### src/rtl/lr_matrix_sched_pkg.sv
// Shared definitions for the L/R matrix scheduler.
// This file holds the FSM state type and the default widths used by the top and its datapath.
package lr_matrix_sched_pkg;

  localparam int DEF_DATA_WIDTH = 32;
  localparam int DEF_CNT_WIDTH  = 16;

  typedef enum logic [1:0] {
    S_IDLE  = 2'd0,
    S_LEFT  = 2'd1,
    S_RIGHT = 2'd2,
    S_WRITE = 2'd3
  } state_e;

endpackage

### src/rtl/lr_matrix_sched_addsub.sv
// Shared add/subtract unit, time-multiplexed between the left and right results.
// In mono mode it passes operand a through unchanged.
module addsub_unit #(
  parameter int DATA_WIDTH = 32
) (
  input  logic signed [DATA_WIDTH-1:0] a,
  input  logic signed [DATA_WIDTH-1:0] b,
  input  logic                         op_sub,
  input  logic                         mono,
  output logic signed [DATA_WIDTH-1:0] result
);

  // Two's-complement wrap is intended; no saturation or scaling is applied.
  always_comb begin
    if (mono) begin
      result = a;
    end else if (op_sub) begin
      result = a - b;
    end else begin
      result = a + b;
    end
  end

endmodule

### src/rtl/lr_matrix_sched.sv
// Converts (L+R, L-R) sample pairs into (L, R) pairs using one shared add/sub unit.
// Each pair is read from both input FIFOs together and written to both output FIFOs together.
module lr_matrix_sched
  import lr_matrix_sched_pkg::*;
#(
  parameter int DATA_WIDTH = DEF_DATA_WIDTH,
  parameter int CNT_WIDTH  = DEF_CNT_WIDTH
) (
  input  logic                         clock,
  input  logic                         reset_n,
  output logic                         sum_rd_en,
  input  logic                         sum_empty,
  input  logic signed [DATA_WIDTH-1:0] sum_dout,
  output logic                         dif_rd_en,
  input  logic                         dif_empty,
  input  logic signed [DATA_WIDTH-1:0] dif_dout,
  output logic                         left_wr_en,
  input  logic                         left_full,
  output logic signed [DATA_WIDTH-1:0] left_din,
  output logic                         right_wr_en,
  input  logic                         right_full,
  output logic signed [DATA_WIDTH-1:0] right_din,
  input  logic                         stereo_en,
  output logic [CNT_WIDTH-1:0]         pair_cnt,
  output logic                         busy
);

  state_e                       state_q, state_d;
  logic signed [DATA_WIDTH-1:0] sum_q, sum_d;
  logic signed [DATA_WIDTH-1:0] dif_q, dif_d;
  logic signed [DATA_WIDTH-1:0] left_q, left_d;
  logic signed [DATA_WIDTH-1:0] right_q, right_d;
  logic                         mode_q, mode_d;
  logic [CNT_WIDTH-1:0]         cnt_q, cnt_d;
  logic                         rd_fire;
  logic                         wr_fire;
  logic signed [DATA_WIDTH-1:0] alu_result;

  // Strobes are gated by reset_n so nothing is read or written while reset is held.
  assign rd_fire = reset_n && (state_q == S_IDLE) && !sum_empty && !dif_empty;
  assign wr_fire = reset_n && (state_q == S_WRITE) && !left_full && !right_full;

  addsub_unit #(
    .DATA_WIDTH(DATA_WIDTH)
  ) u_addsub (
    .a      (sum_q),
    .b      (dif_q),
    .op_sub (state_q == S_RIGHT),
    .mono   (!mode_q),
    .result (alu_result)
  );

  always_comb begin
    state_d = state_q;
    sum_d   = sum_q;
    dif_d   = dif_q;
    left_d  = left_q;
    right_d = right_q;
    mode_d  = mode_q;
    cnt_d   = cnt_q;
    case (state_q)
      S_IDLE: begin
        if (rd_fire) begin
          sum_d   = sum_dout;
          dif_d   = dif_dout;
          mode_d  = stereo_en;
          state_d = S_LEFT;
        end
      end
      S_LEFT: begin
        left_d  = alu_result;
        state_d = S_RIGHT;
      end
      S_RIGHT: begin
        right_d = alu_result;
        state_d = S_WRITE;
      end
      S_WRITE: begin
        if (wr_fire) begin
          cnt_d   = cnt_q + CNT_WIDTH'(1);
          state_d = S_IDLE;
        end
      end
      default: state_d = S_IDLE;
    endcase
  end

  always_ff @(posedge clock or negedge reset_n) begin
    if (!reset_n) begin
      state_q <= S_IDLE;
      sum_q   <= '0;
      dif_q   <= '0;
      left_q  <= '0;
      right_q <= '0;
      mode_q  <= 1'b0;
      cnt_q   <= '0;
    end else begin
      state_q <= state_d;
      sum_q   <= sum_d;
      dif_q   <= dif_d;
      left_q  <= left_d;
      right_q <= right_d;
      mode_q  <= mode_d;
      cnt_q   <= cnt_d;
    end
  end

  assign sum_rd_en   = rd_fire;
  assign dif_rd_en   = rd_fire;
  assign left_wr_en  = wr_fire;
  assign right_wr_en = wr_fire;
  assign left_din    = wr_fire ? left_q : '0;
  assign right_din   = wr_fire ? right_q : '0;
  assign pair_cnt    = cnt_q;
  assign busy        = (state_q != S_IDLE);

endmodule

### config.mk
export PLATFORM = sky130hd
export DESIGN_NAME = lr_matrix_sched
export DESIGN_NICKNAME = d
export VERILOG_FILES = /design/src/rtl/lr_matrix_sched_pkg.sv /design/src/rtl/lr_matrix_sched_addsub.sv /design/src/rtl/lr_matrix_sched.sv
export SDC_FILE = /design/constraint.sdc
export NUM_CORES = 1
export LEC_CHECK = 0
export ABC_CLOCK_PERIOD_IN_PS = 6600
export BUFFER_PORTS_ARGS = -buffer_cell sky130_fd_sc_hd__buf_2
export CAP_MARGIN = 10
export CORE_MARGIN = 2
export CORE_UTILIZATION = 40
export DETAILED_ROUTE_END_ITERATION = 8
export PLACE_DENSITY = 0.65
export SKIP_CTS_REPAIR_TIMING = 1
export SYNTH_ARGS = -nofsm -noshare
export SYNTH_HDL_FRONTEND = slang
export SYNTH_HIERARCHICAL = 1
export SYNTH_SLANG_ARGS = --single-unit
export TNS_END_PERCENT = 10
### constraint.sdc
create_clock -name clock -period 6.6 [get_ports clock]
set_clock_uncertainty 0.05 [all_clocks]
set_input_delay 0.66 -clock clock [delete_from_list [all_inputs] [get_ports clock]]
set_output_delay 0.66 -clock clock [all_outputs]
set_load 0.05 [all_outputs]
# Word-level counts from Yosys, hierarchy flattened
# Cells that the tools add are included.
[totals]
in_bits = 71
elab_cells = 37
regBits = 147
[classes]
n_eq_ne = 5
reduce_logical = 15
n_mux = 7
n_addsub = 3
[op_table]
columns = ["op", "count"]
rows = [
  ["32-bit two-way mux", 4],
  ["32-bit adder", 1],
  ["32-bit subtractor", 1],
  ["16-bit by 1-bit adder with 16-bit output (second input constant)", 1],
  ["2-bit one-hot mux with 4 select lines", 1],
  ["1-bit logical AND", 6],
  ["2-bit AND reduction", 3],
  ["2-bit equality test (second input constant)", 2],
  ["1-bit logical NOT", 4],
  ["2-bit two-way mux", 2],
  ["2-bit != test (second input constant)", 2],
  ["2-bit by 1-bit equality test with 1-bit output (second input constant)", 1],
  ["2-bit logical NOT", 1],
  ["2-bit nonzero test", 1],
]

# Logic depth before layout (Yosys ltp)
# Gate-level depths: netlist of the first run.
[depth]
depth_word = 6
mapped_depth = 18

# Hierarchy
# Netlist of the first run, hierarchy kept.
[by_module_without_submodules]
columns = ["module", "area_per_inst_um2", "seq_area_each_um2", "n_inst", "cells_each"]
rows = [
  ["lr_matrix_sched", 6135.9, 3678.5, 1, 428],
  ["addsub_unit", 2834.0, 0.0, 1, 418],
]

# Worst setup path after synthesis of the first run
# OpenSTA, ideal clock, no wires.
[synth_timing]
path_type = "reg-to-reg"
startpoint = "register dif_q[4]"
endpoint = "register right_q[31]"
t_arrival_ns = 4.485
setup_time_ns = 0.125
slack_ns = 1.940
path_stages_with_launch = 17
required_ns = 6.425
path_buffers = 0
cell_sequence = "dfrtp_1 -> or4_4 -> nor4b_1 -> nor3b_1 -> nor2b_1 -> nor2b_1 -> a21oi_1 -> xnor2_1 -> ha_1 -> a21o_1 -> a21o_1 -> nand2b_1 -> o221ai_1 -> o21bai_1 -> mux4_1 -> a2111o_1 -> mux2_2"
[synth_via]
elab_chain_cells = 3
[synth_rtl]
columns = ["element", "line_no", "rtl"]
rows = [
  ["start, declared", "lr_matrix_sched.sv:30", "logic signed [DATA_WIDTH-1:0] dif_q, dif_d;"],
  ["start signal, assigned", "lr_matrix_sched.sv:100", "dif_q <= dif_d;"],
  ["32-bit adder or 32-bit subtractor (tied branches)", "lr_matrix_sched_addsub.sv:20, lr_matrix_sched_addsub.sv:18", ""],
  ["32-bit two-way mux *", "lr_matrix_sched_addsub.sv:17", "end else if (op_sub) begin"],
  ["32-bit two-way mux *", "lr_matrix_sched_addsub.sv:15", "if (mono) begin"],
  ["net alu_result[31]", "lr_matrix_sched.sv:37", "logic signed [DATA_WIDTH-1:0] alu_result;"],
  ["end signal, assigned", "lr_matrix_sched.sv:102", "right_q <= right_d;"],
  ["end, declared", "lr_matrix_sched.sv:32", "logic signed [DATA_WIDTH-1:0] right_q, right_d;"],
]
# The timed path passes the listed nets; every way through them passes the cells marked *.
# A chain may end at the register's enable or synchronous reset.

# Final worst setup path of the first run
# Ends and elaborated chain as after synthesis.

==> results of run 1 <==
[layer usage]
| layer | share of wire, % | global-route usage [%] | vias to the layer above |
|---|---|---|---|
| li1 | - | - | 3284 |
| met1 | 50 | 26.9 | 3230 |
| met2 | 44 | 27.2 | 172 |
| met3 | 5.6 | 3.47 | 11 |
| met4 | 0.90 | 4.33 | 0 |
| met5 | 0 | 0 | - |
[worst min-delay path by stage]
stage	to	cells after the start	slack, ps
finish	dif_q[7]	1	60
CTS	dif_q[7]	1	40
global route	dif_q[7]	1	60
detailed placement	pair_cnt[15]	1	410
floorplan	dif_q[0]	0	310
global placement	pair_cnt[15]	1	400
[area by class of cell]
type / count / area share (%)
multi-input cells: 631 / 47.2
flip-flops and latches: 147 / 34.8
repair buffers: 163 / 7.96
clock buffers: 20 / 4.22
well taps: 280 / 3.31
clock inverters: 11 / 1.45
inverters: 29 / 1.03
[flip-flops by register name, indices dropped and copies added, names as in the netlist]
register  count
dif_q        32
left_q       32
right_q      32
sum_q        32
pair_cnt     16
state_q       2
mode_q        1
[kinds of logic after synthesis]
kind of cell / synth area share [%]
flops: 41.0
fa+ha+maj: 5.52
mux: 17.2
simple gates: 14.6
xor+xnor: 7.04
buf+inv: 3.38
compound gates: 11.2
[cells in the final DEF, fill, tap and decap left out, types with 3 or more instances in the layout]
| cell type | netlist | layout |
|---|---|---|
| a2111oi_0 | 3 | 3 |
| a211oi_1 | 5 | 5 |
| a21o_1 | 26 | 26 |
| a21oi_1 | 46 | 46 |
| a31o_2 | 3 | 3 |
| a31oi_1 | 6 | 6 |
| and2_1 | 69 | 69 |
| and3_1 | 13 | 13 |
| buf_2 | 11 | 154 |
| buf_4 | 9 | 8 |
| bufinv_16 | 0 | 3 |
| clkbuf_16 | 0 | 17 |
| clkinvlp_4 | 0 | 5 |
| dfrtp_1 | 147 | 147 |
| ha_1 | 38 | 37 |
| inv_1 | 29 | 29 |
| mux2_2 | 133 | 133 |
| nand2_1 | 46 | 46 |
| nand2b_1 | 4 | 4 |
| nand3_1 | 11 | 11 |
| nor2_1 | 30 | 30 |
| nor2b_1 | 7 | 7 |
| nor3_1 | 19 | 19 |
| nor3b_1 | 3 | 3 |
| o211ai_1 | 3 | 3 |
| o21a_1 | 3 | 3 |
| o21ai_0 | 37 | 37 |
| o21bai_1 | 6 | 6 |
| or4_1 | 3 | 3 |
| or4_4 | 3 | 3 |
| xnor2_1 | 52 | 52 |
| xor2_1 | 17 | 17 |
[stage by stage]
| stage | utilization (%) | cells | worst slack, ps |
|---|---|---|---|
| CTS | 48.3 | 1281 | 1500 |
| finish | 48.3 | 1281 | 1480 |
| global placement | 45.6 | 1250 | 1690 |
| floorplan | - | 846 | 1940 |
| global route | 48.3 | 1281 | 1190 |
| detailed placement | 45.6 | 1250 | 1530 |
==> summary.md, run 1 <==
| Metric | Value |
|---|---|
| Status | complete, no violations |
| Detail Placement HPWL | 15,700 µm |
| Synth-to-Final Area Change | 17.9% |
| Worst reg2reg path depth | 17 |
| Synth warn | 6 |
| Cell accounting for the most synthesized area | dfrtp_1 |
| Critical path's slowest cell | or4_4 |
| Hold WS | 57.6 ps |
| Initial DRC count | 276 |
| RSZ-0062 raised after global routing | false |
| IO Pins | 156 |
| Fill cell count | 2,079 |
| Initial antenna violation count | 0 |
| Hold Fails Final Rpt | 0 |
| Largest net degree at the start of global routing | 75 |
| Routed Antenna Nets | 0 |
| Initial core utilization | around two fifths |
| Ratio of cells with drive above 1 in the final layout | 34.8% |
| Syn Std Cell Area | 0.00897 mm² |
| Final Max Tran Viols | 0 |
| Fmax | roughly 200 MHz |
| Design area | approximately 0.011 mm² |
| DR vias | 6,697 |
| Drt wl/cell | ~16 µm |
| Synth top area share | 41.0% |
| CTS Buffer Depth | 2 |
| Synth Instances | 846 |
| DIE WIDTH | 154 µm |
| Reg area | 0.00368 mm² |
| Worst min-delay path category | in -> async |
| Drt first pass iters | 4 |
| Largest cells by area after synthesis | dfrtp_1, mux2_2, ha_1 |
| Max Fanout on Critical Path | 7 |
| Total track usage | between 10% and 20% |
| Max-slew headroom | between 40% and 50% |
| Synth Net Count | 956 |
| RR Endpoint | right_q[31] |
| Vias in the first global route | 6,576 |
| Yosys reg bits | 147 |
| Grt ovf | 0 |
| Die Span Y | approximately 150 µm |
| Final setup viols | 0 |
| I/O Buffers | around 160 |
| Row count | between 50 and 60 |
| CP max stage delay | 580 ps |
| Critical Path Stages | 17 |
| Via density | 5.23 |
| Crit path kind | reg -> reg |
| Ant. Diodes | 0 |
| Nets@finish | 1,099 |
| TritonCTS Sinks | 147 |
| Post-synth top flop | dfrtp_1 |
| First-pass GRT wire length | ~35,000 µm |
| Clock-pin slew on the worst setup and hold paths | around 60 ps |
| Element type at the critical path start | flop |
| Post-Route WL | 20,900 µm |
| Worst path cell trace | or4_4 -> nor4b_1 -> buf_4 -> nor3b_1 -> nor2b_1 -> nor2b_1 -> a21oi_1 -> xnor2_1 -> ha_1 -> a21o_1 -> a21o_1 -> nand2b_1 -> o221ai_1 -> o21bai_1 -> mux4_1 -> a2111o_1 -> mux2_2 |
| Crit path buf inv count | 1 |
| CTS tree | done |
| CP Data Arrival Time | 5360 ps |
| MaxCap Viol Count | 0 |
| H-tree levels | 4 |
| CP endpoint | right_q[31] |
| Setup crit end kind | flop |
| Clk root buf | clkbuf_16 |
| Tmin final | 5120 ps |
| Num CTS Buffers | 17 |
| Most common cell in the netlist | dfrtp_1 |
| R2R Setup Slk | 1480 ps |
| Synth unique cells | 65 |
| Worst slew pin tran | 836 ps |
| Period utilisation layout | 77.5% |
| Worst R2R Start | dif_q[4] |
| Die area | 0.0236 mm² |
| Multi-input gate area | 0.00500 mm² |
| Worst path required time | 6850 ps |
| Critical path's top delay family | simple AND/OR/NAND/NOR gates |
| Crit path from | dif_q[4] |
| Gpl congestion | 0.869 |
| DRC violations left | 0 |
| Seq/Total Area, Yosys | about two fifths |
| Dpl cell area | about 0.010 mm² |
| Post-synth EDFFs | 0 |
| Core area | 0.0219 mm² |
| Post-synthesis async set-or-reset flop share | 100% |
| Synth cell count leaders | dfrtp_1, mux2_2, and2_1, xnor2_1 |
| Sum Neg Setup Slack | 0 ps |
| Syn Area/Cell | 10.6 µm² |
| Clock Latency Late Sink | between 400 and 500 ps |
Power of run 1 is not shown: default switching activity piles up to over one toggle a cycle in this logic, so the estimate is an artifact.
==> run 2, diff against run 1 <==
--- a/config.mk
+++ b/config.mk
@@ -5,7 +5,7 @@
 export SDC_FILE = /design/constraint.sdc
 export NUM_CORES = 1
 export LEC_CHECK = 0
-export ABC_CLOCK_PERIOD_IN_PS = 6600
+export ABC_CLOCK_PERIOD_IN_PS = 5100
 export BUFFER_PORTS_ARGS = -buffer_cell sky130_fd_sc_hd__buf_2
 export CAP_MARGIN = 10
 export CORE_MARGIN = 2
==> constraint.sdc (replaced) <==
create_clock -name clock -period 5.1 [get_ports clock]
set_clock_uncertainty 0.05 [all_clocks]
set_input_delay 0.51 -clock clock [delete_from_list [all_inputs] [get_ports clock]]
set_output_delay 0.51 -clock clock [all_outputs]
set_load 0.05 [all_outputs]
==> run 2 against run 1 <==
Worst setup slack got worse by 1200 ps. Non-clock buffer count grew 9. First-iteration DRC count grew 13%. Sequential share of layout area decreased by 0.18 points. Worst hold slack better by 190 ps. Fmax grew 6.2%. Final cell count up 0.78%. Die area unchanged. Register-to-register slack worse by 1200 ps. Highest routed layer unchanged. Critical path type unchanged. Wire length is 0.15% higher.
==> summary.md, run 2 (synthesized netlist as in run 1, its figures left out) <==
| Metric | Value |
|---|---|
| Status | complete, no violations |
| Max Fanout on Critical Path | 5 (-2) |
| Met3 WL | 977 µm (-17%) |
| Dpl cell area | 0.0100 mm² (+0.60%) |
| Grt ovf | 0 (unchanged) |
| WL met2 | 8970 µm (-1.4%) |
| Nets@finish | 1,108 (+0.82%) |
| Crit path kind | reg -> reg |
| Sum Neg Setup Slack | 0 ps (unchanged) |
| Element type at the critical path start | flop |
| Cell count after placement | 1,258 (+0.64%) |
| Top Metal Used | met4 |
| Gpl congestion | 0.866 (-0.36%) |
| Drt wl/cell | 16.2 µm (-0.62%) |
| Commonest non-fill, non-tap cells in the layout | buf_2, dfrtp_1, mux2_2 |
| DRC violations left | 0 (unchanged) |
| Vias in the first global route | 6,494 (-1.2%) |
| CP Data Arrival Time | 5060 ps (-300 ps) |
| Die area | 0.0236 mm² (unchanged) |
| MaxCap Viol Count | 0 (unchanged) |
| Die Span Y | 154 µm (unchanged) |
| Synth-to-Final Area Change | 18.5% |
| Worst min-delay path category | in -> reg |
| CP max stage delay | 570 ps (about the same) |
| Clk root buf | clkbuf_16 |
| Hold Fails Final Rpt | 0 (unchanged) |
| Non-filler instance count after layout | 1,291 (+0.78%) |
| Worst path cell trace | or4_4 -> or4_4 -> nor3b_1 -> nor2b_1 -> buf_4 -> a21oi_1 -> xnor2_1 -> ha_1 -> a21oi_1 -> o21bai_1 -> a21o_1 -> o211a_1 -> o221ai_1 -> o21bai_1 -> mux4_1 -> a2111o_1 -> mux2_2 |
| Routed Antenna Nets | 0 (unchanged) |
| Most common cell after layout, fill and taps aside | buf_2 |
| Initial DRC count | 311 (+13%) |
| Initial antenna violation count | 0 (unchanged) |
| Worst slew pin tran | 863 ps (+26.5 ps) |
| Row count | 54 (unchanged) |
| Tmin final | 4820 ps (-299 ps) |
| Ant. Diodes | 0 (unchanged) |
| Total track usage | 18.0% (-0.039 points) |
| DRT met1 WL | 10,800 µm (+3.1%) |
| RSZ-0062 raised after global routing | false |
| CTS Buffer Depth | 2 (unchanged) |
| Worst path required time | 5350 ps (-1500 ps) |
| H-tree levels | 4 (unchanged) |
| Post-Route WL | 20,900 µm (+0.15%) |
| Drt first pass iters | 6 (+2) |
| Max-slew headroom | 42.5% (-1.8 points) |
| I/O Buffers | 155 (unchanged) |
| Num CTS Buffers | 17 (unchanged) |
| IO Pins | 156 (unchanged) |
| Ratio of cells with drive above 1 in the final layout | 35.5% (+0.74 points) |
| Final Max Tran Viols | 0 (unchanged) |
| Final Util | 48.6% (+0.25 points) |
| Design area | 0.0106 mm² (+0.52%) |
| First-pass GRT wire length | 34,100 µm (-1.1%) |
| Clock Latency Late Sink | 410 ps (about the same) |
| Period utilisation layout | 94.4% (+17 points) |
| Largest net degree at the start of global routing | 69 (-8.0%) |
| CTS tree | done |
| Crit path buf inv count | 1 (unchanged) |
| DR vias | 6,697 (unchanged) |
| TritonCTS Sinks | 147 (unchanged) |
| DIE WIDTH | 154 µm (unchanged) |
| Setup crit end kind | flop |
| Detail Placement HPWL | 15,900 µm (+0.78%) |
| Critical path's top delay family | compound AO/OA/AOI/OAI gates |
| Critical path's slowest cell | or4_4 |
| Via density | 5.19 (-0.77%) |
| Fmax | 208 MHz (+6.2%) |
| Core area | 0.0219 mm² (unchanged) |
| Initial core utilization | 41.0% (unchanged) |
| Final setup viols | 0 (unchanged) |
| Clock-pin slew on the worst setup and hold paths | 60 ps (about the same) |
-- run 2: cell count changes in the layout (fill, tap and decap cells not counted), sizes merged --
cell,before,now
buf,163,171
bufinv,3,1
clkinv,1,3
clkinvlp,5,4
dlygate4sd3,0,1
inv,31,33
-- run 2: cell type report --
class,count,area (µm²)
clock inverters,12,121
inverters,29,109
flip-flops and latches,147,3680
clock buffers,20,457
well taps,280,350
repair buffers,172,912
fillers,2073,11300
multi-input cells,631,5000
-- run 2: final timing paths --
path / slack [ps] / cells past startpoint / end / start
worst max-delay path: 280 / 17 / left_q[31] / dif_q[10]
worst min register to register: 410 / 1 / pair_cnt[15] / pair_cnt[15]
min in group asynchronous: 470 / 2 / dif_q[7] / reset_n
max in group asynchronous: 3360 / 3 / left_q[26] / reset_n
worst max register to register: 280 / 17 / left_q[31] / dif_q[10]
worst min-delay path: 250 / 3 / mode_q / stereo_en
-- run 2: per-layer routing --
| layer | vias up | GRT usage [%] |
|---|---|---|
| li1 | 3310 | - |
| met1 | 3218 | 27.1 |
| met2 | 157 | 26.7 |
| met3 | 12 | 3.52 |
| met4 | 0 | 4.46 |
| met5 | - | 0 |
-- run 2: worst reg2reg max path, delay by kind of cell, from the launching register on --
kind / cells / cell delay [ps]
multiplexers: 2 / 570
flip-flops: 1 / 420
XOR/XNOR: 1 / 130
AND/OR/NAND/NOR: 4 / 1450
buffers and inverters: 1 / 140
adder cells (fa/ha/maj): 1 / 350
AO/OA/AOI/OAI: 8 / 1610
-- run 2: through the flow --
step                setup WS [ps]  hold WS (ps)
floorplan                     440           164
global placement              345           343
detailed placement            145           345
CTS                           116          -109
global route                 61.3           256
finish                        284           253
Power of run 2 is left out for the same reason.
==> run 3, diff against run 2 <==
--- a/config.mk
+++ b/config.mk
@@ -12,6 +12,7 @@
 export CORE_UTILIZATION = 40
 export DETAILED_ROUTE_END_ITERATION = 8
 export PLACE_DENSITY = 0.65
+export RECOVER_POWER = 100
 export SKIP_CTS_REPAIR_TIMING = 1
 export SYNTH_ARGS = -nofsm -noshare
 export SYNTH_HDL_FRONTEND = slang
==> run 3 against run 2 <==
The run now ends with capacitance limit, slew limit left. Final area is 1.8% lower. Worst hold slack improved by 2.9 ps. Critical path type unchanged. Critical endpoint is now left_q[29]. Count of clock-buffer cells in the layout unchanged. Non-clock buffer count did not move. Highest routed layer unchanged.
==> summary.md, run 3 (synthesized netlist as in run 1, its figures left out) <==
| Metric | Value |
|---|---|
| MaxCap Viol Count | 4 (+4) |
| Final setup viols | 0 (unchanged) |
| Critical path's top delay family | compound AO/OA/AOI/OAI gates |
| WHS Path Cells | 3 (unchanged) |
| Failing checks | capacitance limit, slew limit |
| Via density | 5.16 (-0.57%) |
| TritonCTS Sinks | 147 (unchanged) |
| Initial core utilization | 41.0% (unchanged) |
| CTS tree | done |
| Max-slew headroom | -98.8% (-140 points) |
| DIE WIDTH | 154 µm (unchanged) |
| DR vias | 6,659 (-0.57%) |
| Gpl congestion | 0.866 (unchanged) |
| Element type at the critical path start | flop |
| DRC violations left | 0 (unchanged) |
| Row count | 54 (unchanged) |
| Max Fanout on Critical Path | 6 (+1) |
| Clock Latency Late Sink | 410 ps (about the same) |
| IO Pins | 156 (unchanged) |
| CP max stage delay | 590 ps (+20 ps) |
| CP Data Arrival Time | 5120 ps (+60 ps) |
| Worst reg2reg path depth | 15 (-2) |
| Total track usage | 18.0% (unchanged) |
| Drt wl/cell | 16.3 µm (+0.58%) |
| Reg area | 0.00368 mm² (unchanged) |
| Clock-pin slew on the worst setup and hold paths | 70 ps (about the same) |
| Num CTS Buffers | 17 (unchanged) |
| Commonest non-fill, non-tap cells in the layout | dfrtp_1, mux2_2, clkbuf_1 |
| Clk root buf | clkbuf_16 |
| CTS Buffer Depth | 2 (unchanged) |
| Initial antenna violation count | 0 (unchanged) |
| Initial DRC count | 338 (+8.7%) |
| Tmin final | 4810 ps (-5.45 ps) |
| Routed Antenna Nets | 0 (unchanged) |
| Final Max Tran Viols | 164 (+164) |
| H-tree levels | 4 (unchanged) |
| Worst min-delay path category | in -> reg |
| Most numerous cell on the critical path | a21oi_1 |
| I/O Buffers | 155 (unchanged) |
| RSZ-0062 raised after global routing | false |
| Setup crit end kind | flop |
| Worst path cell trace | or4_4 -> nor4b_2 -> buf_4 -> a21oi_1 -> xnor2_1 -> ha_1 -> a21o_1 -> a31o_2 -> and3_1 -> o31ai_1 -> a41oi_1 -> o41ai_2 -> a21oi_1 -> a2111oi_1 -> mux2_2 |
| Largest net degree at the start of global routing | 69 (unchanged) |
| Post-Route WL | 21,100 µm (+0.58%) |
| Drt first pass iters | 5 (-1) |
| R2R Setup Slk | 290 ps (about the same) |
| Period utilisation layout | 94.3% (-0.11 points) |
| Fmax | 208 MHz (+0.11%) |
| Critical path's slowest cell | or4_4 |
| Worst path required time | 5410 ps (+60 ps) |
| Synth-to-Final Area Change | 16.5% |
| Worst R2R Start | dif_q[4] |
| Status | complete, but fails checks |
| Die Span Y | 154 µm (unchanged) |
| Worst slew pin tran | 2980 ps (+2120 ps) |
| Sum Neg Setup Slack | 0 ps (unchanged) |
| Fill cell count | 2,135 (+3.0%) |
| Core area | 0.0219 mm² (unchanged) |
| Ratio of cells with drive above 1 in the final layout | 25.4% (-10 points) |
| Die area | 0.0236 mm² (unchanged) |
| Crit path kind | reg -> reg |
| Crit path buf inv count | 1 (unchanged) |
| Most common cell after layout, fill and taps aside | dfrtp_1 |
| Hold Path Origin | stereo_en |
| Vias in the first global route | 6,494 (unchanged) |
| Detail Placement HPWL | 15,900 µm (unchanged) |
| Hold Fails Final Rpt | 0 (unchanged) |
| First-pass GRT wire length | 34,100 µm (unchanged) |
| Nets@finish | 1,108 (unchanged) |
| Multi-input gate area | 0.00495 mm² (-1.0%) |
| RR Endpoint | left_q[29] |
| Grt ovf | 0 (unchanged) |
| Ant. Diodes | 0 (unchanged) |
| Endpoint, Worst Hold | mode_q |
run 3: layout make-up:
cell class	instances	area share, %
Clock inverter	12	1.16
Tap cell	280	3.35
Inverter	29	1.04
Timing Repair Buffer	172	7.44
Sequential cell	147	35.2
Multi-Input combinational cell	631	47.4
Clock buffer	20	4.37
run 3: metrics by stage:
stage                     instance area, µm²  cells  hold WS, ps  utilization (%)  setup WS (ps)
after CTS                              10600   1290         -109             48.5            116
after floorplan                         8970    846          164                -            440
after global routing                   10400   1291          256             47.7           53.8
final                                  10400   1291          255             47.7            289
after global placement                 10000   1258          343             45.9            345
after detailed placement               10000   1258          345             45.9            145
run 3: layer usage:
layer / share of wire, % / global-route usage, %
met1: 52 / 27.1
met2: 42 / 26.7
met3: 4.7 / 3.52
met4: 1.3 / 4.46
met5: 0 / 0
run 3: worst register-to-register path: cells and delay by family, from the launching register on:
family          cells  cell delay [ps]
compound gates      8             2140
simple gates        3             1150
flops               1              410
fa+ha+maj           1              330
mux                 1              250
xor+xnor            1              240
buf+inv             1              190
run 3: worst max-delay path by stage:
stage                         start           to  slack, ps  cells after the start
final                      dif_q[4]   left_q[29]        290                     15
after global routing      dif_q[10]   left_q[29]         50                     17
after CTS                  dif_q[4]   left_q[29]        120                     15
after detailed placement   dif_q[4]   left_q[29]        140                     15
after global placement     dif_q[4]  right_q[29]        340                     15
after floorplan            dif_q[4]  right_q[31]        440                     16
Power of run 3 is left out for the same reason.
